### config.mk
export PLATFORM = sky130hd
export DESIGN_NAME = door_sequencer
export DESIGN_NICKNAME = d
export VERILOG_FILES = /design/src/rtl/door_sequencer.sv
export SDC_FILE = /design/constraint.sdc
export NUM_CORES = 1
export LEC_CHECK = 0
export BUFFER_PORTS_ARGS = -buffer_cell sky130_fd_sc_hd__buf_2
export CAP_MARGIN = 30
export CELL_PAD_IN_SITES_DETAIL_PLACEMENT = 0
export CELL_PAD_IN_SITES_GLOBAL_PLACEMENT = 1
export CORE_ASPECT_RATIO = 0.6
export CORE_MARGIN = 3
export CORE_UTILIZATION = 41
export DETAILED_ROUTE_END_ITERATION = 8
export PLACE_DENSITY = 0.84
export SYNTH_ARGS = -nofsm -noshare
export SYNTH_HDL_FRONTEND = slang
export SYNTH_SLANG_ARGS = --single-unit
### constraint.sdc
create_clock -name clk -period 1.82 [get_ports clk]
set_input_delay 0.091 -clock clk [delete_from_list [all_inputs] [get_ports clk]]
set_output_delay 0.091 -clock clk [all_outputs]
set_load 0.1 [all_outputs]
### src/rtl/door_sequencer.sv
// door_sequencer: elevator car door FSM. Opens on arrival or request, dwells,
// closes, and reopens on obstruction, request or overweight. Outputs are
// registered and decoded from the state being entered.
module door_sequencer #(
  parameter int OPEN_TIME  = 4,
  parameter int HOLD_TIME  = 20,
  parameter int CLOSE_TIME = 4,
  parameter int CNT_W      = 16
) (
  input  logic clk,
  input  logic weight_flip_reset,
  input  logic arrive,
  input  logic open_btn,
  input  logic close_btn,
  input  logic obstruction,
  input  logic weight_limit_exceeded,
  output logic door,
  output logic door_closed,
  output logic motor_open,
  output logic motor_close,
  output logic overload_alarm
);

  typedef enum logic [2:0] {CLOSED, OPENING, OPEN, CLOSING, OVERLOAD} state_t;

  localparam logic [CNT_W-1:0] OPEN_LAST  = CNT_W'(OPEN_TIME - 1);
  localparam logic [CNT_W-1:0] HOLD_LAST  = CNT_W'(HOLD_TIME - 1);
  localparam logic [CNT_W-1:0] CLOSE_LAST = CNT_W'(CLOSE_TIME - 1);

  state_t           state, nxt;
  logic             restart;
  logic [CNT_W-1:0] timer;

  // Next-state selection; the if/else order encodes weight > open > close > timer.
  always_comb begin
    nxt     = state;
    restart = 1'b0;
    case (state)
      CLOSED:   if (arrive || open_btn) nxt = OPENING;
      OPENING:  if (timer == OPEN_LAST) nxt = OPEN;
      OPEN: begin
        if (weight_limit_exceeded)          nxt = OVERLOAD;
        else if (open_btn || obstruction)   restart = 1'b1;
        else if (close_btn)                 nxt = CLOSING;
        else if (timer == HOLD_LAST)        nxt = CLOSING;
      end
      CLOSING: begin
        if (weight_limit_exceeded || obstruction || open_btn) nxt = OPENING;
        else if (timer == CLOSE_LAST)                         nxt = CLOSED;
      end
      OVERLOAD: if (!weight_limit_exceeded) nxt = OPEN;
      default:  nxt = CLOSED;
    endcase
  end

  // State, dwell timer and registered Moore outputs. CLOSED and OVERLOAD are
  // untimed, so the timer is parked at 0 there to avoid wrapping.
  always_ff @(posedge clk or posedge weight_flip_reset) begin
    if (weight_flip_reset) begin
      state          <= CLOSED;
      timer          <= '0;
      door           <= 1'b0;
      door_closed    <= 1'b1;
      motor_open     <= 1'b0;
      motor_close    <= 1'b0;
      overload_alarm <= 1'b0;
    end else begin
      state          <= nxt;
      timer          <= (nxt != state || restart || nxt == CLOSED || nxt == OVERLOAD)
                        ? '0 : timer + CNT_W'(1);
      door           <= (nxt != CLOSED);
      door_closed    <= (nxt == CLOSED);
      motor_open     <= (nxt == OPENING);
      motor_close    <= (nxt == CLOSING);
      overload_alarm <= (nxt == OVERLOAD);
    end
  end

endmodule
# --- After elaboration in Yosys (flattened, before gate mapping) ---
# Index checks and enable logic that the tools add are counted.
op_classes:
  add_sub_neg: 1
  eq_ne: 10
  mux: 14
  reduce_logical: 10
op_table:
  columns: ["operator", "n"]
  rows:
  - ["two-way mux 3 bit", 9]
  - ["adder 16 x 1 -> 16 bit (second input constant)", 1]
  - ["== test 16 x 2 -> 1 bit (second input constant)", 1]
  - ["== test 16 x 5 -> 1 bit (second input constant)", 1]
  - ["two-way mux 16 bit", 1]
  - ["one-hot mux 3 bit (5 select lines)", 1]
  - ["== test 3 x 2 -> 1 bit (second input constant)", 3]
  - ["logical OR 1 bit", 7]
  - ["== test 3 x 1 -> 1 bit (second input constant)", 2]
  - ["== test 3 bit (second input constant)", 2]
  - ["zero test 3 bit", 2]
  - ["two-way mux 1 bit", 3]
  - ["inequality test 3 bit", 1]
  - ["nonzero test 3 bit", 1]
word_totals:
  reg_bits: 24
  wordCells: 42

# --- Depth between registers and ports, before layout ---
depth:
  depth_word: 11
  depth_mapped: 7

# --- Least setup slack after synthesis ---
# No wires, ideal clock.
synth_path:
  path_type: "register to register"
  startpoint: "reg timer[0]"
  endpoint: "reg timer[10]"
  setup_ps: 119
  arrival_ps: 1773
  setup_slack_ps: -72
  stages_incl_launch_ff: 8
  n_path_buf: 1
  path_cell_list: "dfrtp_1 ha_1 nor4b_4 a41oi_1 o31a_1 o21ai_4 buf_12 nor2_2"
synth_between:
  elab_chain_cells: 11
  word_cells_on_any_way: 18
  classes_between: "1 x add/sub; 4 x eq/ne; 9 x mux; 4 x reduce/logical"
synth_rtl:
  columns: ["element", "line_no", "text"]
  rows:
  - ["from (decl)", "32", "logic [CNT_W-1:0] timer;"]
  - ["from (signal assigned)", "69", "timer <= (nxt != state || restart || nxt == CLOSED || nxt == OVERLOAD)"]
  - ["== test 16 x 5 -> 1 bit", "45", "else if (timer == HOLD_LAST) nxt = CLOSING;"]
  - ["two-way mux 3 bit", "45", null]
  - ["two-way mux 3 bit", "44", "else if (close_btn) nxt = CLOSING;"]
  - ["two-way mux 3 bit", "43", "else if (open_btn || obstruction) restart = 1'b1;"]
  - ["two-way mux 3 bit", "42", "if (weight_limit_exceeded) nxt = OVERLOAD;"]
  - ["one-hot mux 3 bit (5 select lines)", "38", "case (state)"]
  - ["inequality test 3 bit", "69", null]
  - ["logical OR 1 bit (3 in a row)", "69", null]
  - ["two-way mux 16 bit *", "70", "? '0 : timer + CNT_W'(1);"]
# Every way passes the cells marked *; elsewhere a longest branch is shown, timed or not.

# --- Worst setup path in the final report ---
layout_path:
  startpoint: "reg timer[14]"
  endpoint: "reg motor_close"
layout_between:
  elab_chain_cells: 7
  word_cells_on_any_way: 11
  classes_between: "3 x eq/ne; 8 x mux"
layout_rtl:
  columns: ["element", "line_no", "text"]
  rows:
  - ["== test 16 x 5 -> 1 bit", "45", null]
  - ["two-way mux 3 bit", "45", null]
  - ["two-way mux 3 bit", "44", null]
  - ["two-way mux 3 bit", "43", null]
  - ["two-way mux 3 bit", "42", null]
  - ["one-hot mux 3 bit (5 select lines) *", "38", null]
  - ["via nxt[1]", "30", "state_t state, nxt;"]
  - ["== test 3 x 2 -> 1 bit *", "74", "motor_close <= (nxt == CLOSING);"]
  - ["to (signal assigned)", "74", null]
  - ["to (decl)", "20", "output logic motor_close,"]
# Mark *: on every way through the listed nets, which the timed path passes. The rest lies on a longest branch.

==> results.txt <==
----------------------------------------------------
[STA]
  Max-slew violation count ... 0
  Final cycle utilization of the critical path ... a little over nine tenths
  F_max ... roughly 560 MHz
  Endpoints failing hold ... 0
  Slew @ Worst Pin ... 484.3 ps
  Setup-violating endpoint count in the final report ... 0
  Slew HR ... 67.94%
  Clock Skews ... 3.168 ps
  Clock period minus final worst setup slack ... 1795 ps
  Min Hold Slack ... 136.0 ps
  Setup repair after global routing missed its margin ... true

[Floorplanning]
  Row count ... 15
  Initial standard-cell utilization of the core ... between 40 and 50%
  Core area ... 2928 um2
  Die width ... about 78 um
  Num ports ... 12
  Area of the die ... around 3900 um2
  Floorplan die height ... roughly 49 um

[Cells and area]
  Final core utilization ... 55.51%
  Post-route non-filler standard cell count ... just under 200
  Most common cell after layout, fill and taps aside ... sky130_fd_sc_hd__dfrtp_1
  Count of filler cells inserted in the layout ... between 200 and 300
  Highest-count cells in the layout ignoring fill and taps ... sky130_fd_sc_hd__dfrtp_1, sky130_fd_sc_hd__buf_4, sky130_fd_sc_hd__nor2_1, sky130_fd_sc_hd__buf_2, sky130_fd_sc_hd__nor2_2
  Layout cells sized above 1 ... 36.84%
  Diodes inserted ... 0
  Layout Nets ... 161
  Layout overhead on the synthesized area ... 26.49%

[Clocking]
  Clock-pin slew on the worst setup and hold paths ... 80 ps
  Clock buffer count from CTS ... 3
  Maximum clock path buffer count ... 2
  Number of sinks handled by clock tree synthesis ... 24
  CTS root buf ... sky130_fd_sc_hd__clkbuf_8
  Clk_lat worst skew ... 260 ps
  CTS H-tree lvls ... 1
  Clock tree from TritonCTS ... yes

[Logic synthesis]
  Mapped Avg Cell Area ... 10.45 um2
  Cells taking the most area after synthesis ... sky130_fd_sc_hd__dfrtp_1, sky130_fd_sc_hd__xnor2_1, sky130_fd_sc_hd__nor2_2
  Cell type contributing the most total cell area after synthesis ... sky130_fd_sc_hd__dfrtp_1
  Post-synthesis instance area ... 1285 um2
  Area share of the largest cell type after synthesis ... about 45%
  Mapped Nets ... 131
  Count of different cell masters after synthesis ... 37
  Cells after synthesis ... 123
  Total number of yosys warnings ... 0
  #FFs+latches synth ... 24
  Seq/Total Area, Yosys ... 46.84%

[GRT]
  Wire length of the first global-routing pass ... around 4400 um
  Pin count of the biggest net entering global routing ... 25
  Aggregate global routing overflow ... 0
  GR Util All Layers ... 14.62%
  Via count of the first global-routing pass ... 920
  Antenna violations before repair ... 0

[Power and ir drop]
  Static Leakage ... between 0.6 and 0.7 nW
  Power per cell area ... 1421 nW/um2
  Power, Total ... between 2 and 2.5 mW
  IR drop worst, VDD ... 0.9710 mV

[Setup path]
  Critical Path AT ... 1940 ps
  WP data required ... 1970 ps
  Setup Crit Path Kind ... reg -> reg
  Startpoint type of the worst setup path ... flop
  Maximum fanout along the worst path ... 4
  CP endpoint kind ... flop

[Route]
  Vias/cell ... approximately 5.1
  DRT antenna net count ... 0
  Initial DRC Count ... a little under 80
  Number of vias after detailed routing ... 984
  Post-route DRC ... 0
  Drt wl/cell ... 14.24 um
  Total length of routed wires ... 2763 um
  Detailed Routing Iterations Pass 1 ... 4

[Min path]
  Hold Crit Class ... in -> reg

[Placement]
  Placed Cells ... 184
  Sum of net half-perimeters after detailed placement ... 1998 um
  Placer Congestion ... 0.8391
  Number of I/O port buffers ... 11

[Job]
  Max-cap violation count ... 0

[Status]
  Run status ... completed

----------------------------------------------------
-- layer usage --
metal	share of wire, %	vias up	global-route usage, %	wire length (um)
li1	-	491	-	-
met1	50	459	21.47	1387
met2	45	32	21.73	1231
met3	4.7	2	3.875	129
met4	0.51	0	2.616	14
met5	0	-	0	0
-- flip-flops by register name (all words and copies together), names as in the netlist --
name / flops
timer: 16
state: 3
overload_alarm: 1
door: 1
door_closed: 1
motor_open: 1
motor_close: 1
-- stage by stage --
stage          instance area, um2  setup slack, ps  TNS [ps]
5_1_grt                      1625           -84.60    -400.6
2_1_floorplan                1297            36.55         0
4_1_cts                      1570            1.753         0
6_report                     1625            25.13         0
3_3_place_gp                 1471            68.07         0
3_5_place_dp                 1471          -0.6800   -0.6800
-- cell usage after synthesis --
| cell | instances |
|---|---|
| sky130_fd_sc_hd__dfrtp_1 | 23 |
| sky130_fd_sc_hd__nor2_1 | 11 |
| sky130_fd_sc_hd__nor2_2 | 10 |
| sky130_fd_sc_hd__xnor2_1 | 9 |
| sky130_fd_sc_hd__nor3_1 | 8 |
| sky130_fd_sc_hd__nand3_1 | 7 |
| sky130_fd_sc_hd__inv_1 | 6 |
| sky130_fd_sc_hd__xor2_1 | 6 |
| sky130_fd_sc_hd__a21oi_1 | 4 |
| sky130_fd_sc_hd__nand4_1 | 4 |
| sky130_fd_sc_hd__nand2_1 | 3 |
| sky130_fd_sc_hd__nor3b_1 | 3 |
| sky130_fd_sc_hd__and4_1 | 2 |
| sky130_fd_sc_hd__nand2b_1 | 2 |
| sky130_fd_sc_hd__nor4_4 | 2 |
| sky130_fd_sc_hd__o21ai_0 | 2 |
| sky130_fd_sc_hd__a211oi_1 | 1 |
| sky130_fd_sc_hd__a2bb2oi_1 | 1 |
| sky130_fd_sc_hd__a31oi_1 | 1 |
| sky130_fd_sc_hd__a41oi_1 | 1 |
| sky130_fd_sc_hd__and3_2 | 1 |
| sky130_fd_sc_hd__buf_12 | 1 |
| sky130_fd_sc_hd__buf_2 | 1 |
| sky130_fd_sc_hd__clkbuf_1 | 1 |
| sky130_fd_sc_hd__dfstp_2 | 1 |
| sky130_fd_sc_hd__ha_1 | 1 |
| sky130_fd_sc_hd__nand2_2 | 1 |
| sky130_fd_sc_hd__nor2b_1 | 1 |
| sky130_fd_sc_hd__nor4_1 | 1 |
| sky130_fd_sc_hd__nor4_2 | 1 |
| sky130_fd_sc_hd__nor4b_4 | 1 |
| sky130_fd_sc_hd__o21a_1 | 1 |
| sky130_fd_sc_hd__o21ai_4 | 1 |
| sky130_fd_sc_hd__o21bai_1 | 1 |
| sky130_fd_sc_hd__o31a_1 | 1 |
| sky130_fd_sc_hd__o31ai_1 | 1 |
| sky130_fd_sc_hd__or3_1 | 1 |
-- final timing paths --
kind,endpoint,cells after the start,slack (ps),start
hold reg to reg,timer[0],2,600,timer[0]
hold / removal,state[2],2,140,weight_limit_exceeded
setup / recovery,motor_close,5,30,timer[14]
setup reg to reg,motor_close,5,30,timer[14]
max in group asynchronous,door_closed,4,1140,weight_flip_reset
min in group asynchronous,motor_open,4,410,weight_flip_reset
-- power breakdown --
part / leakage [nW] / internal, mW / switching [mW]
combinational: 0.327 / 0.388 / 0.724
clock: 0.0357 / 0.294 / 0.161
sequential: 0.312 / 0.635 / 0.108
-- worst max-delay path: stages, from the launching register on --
cell and delay (ps):
sky130_fd_sc_hd__dfrtp_1 440, sky130_fd_sc_hd__nor4_4 370, sky130_fd_sc_hd__and4_4 300, sky130_fd_sc_hd__nor3_1 50, sky130_fd_sc_hd__or3_4 370, sky130_fd_sc_hd__nor2b_1 140
-- what timing repair did --
| item | 4_1_cts | 5_1_grt |
|---|---|---|
| resized for setup | 3 | 4 |
| buffers inserted | 0 | 5 |
| hold buffers | 1 | 0 |
| setup endpoints to repair | 6 | 21 |
| pin swaps | 1 | 4 |
| hold endpoints to repair | 23 | 0 |
-- cells by family after synthesis --
logic type	share of synthesized area, %
AND/OR/NAND/NOR	29.50
flip-flops	46.84
AO/OA/AOI/OAI	8.473
XOR/XNOR	10.22
buffers and inverters	3.991
adder cells (fa/ha/maj)	0.9736
-- final cells by class --
type / instances / area (um2) / share of cell area [%]
multi-input combinational: 90 / 678.2 / 41.72
timing repair buffer: 28 / 197.7 / 12.16
tap: 42 / 52.55 / 3.233
clock buffer: 3 / 41.29 / 2.540
inverter: 6 / 22.52 / 1.386
sequential: 24 / 603.1 / 37.11
clock inverter: 1 / 30.03 / 1.848
No activity file was read; power rests on OpenSTA's default activity.
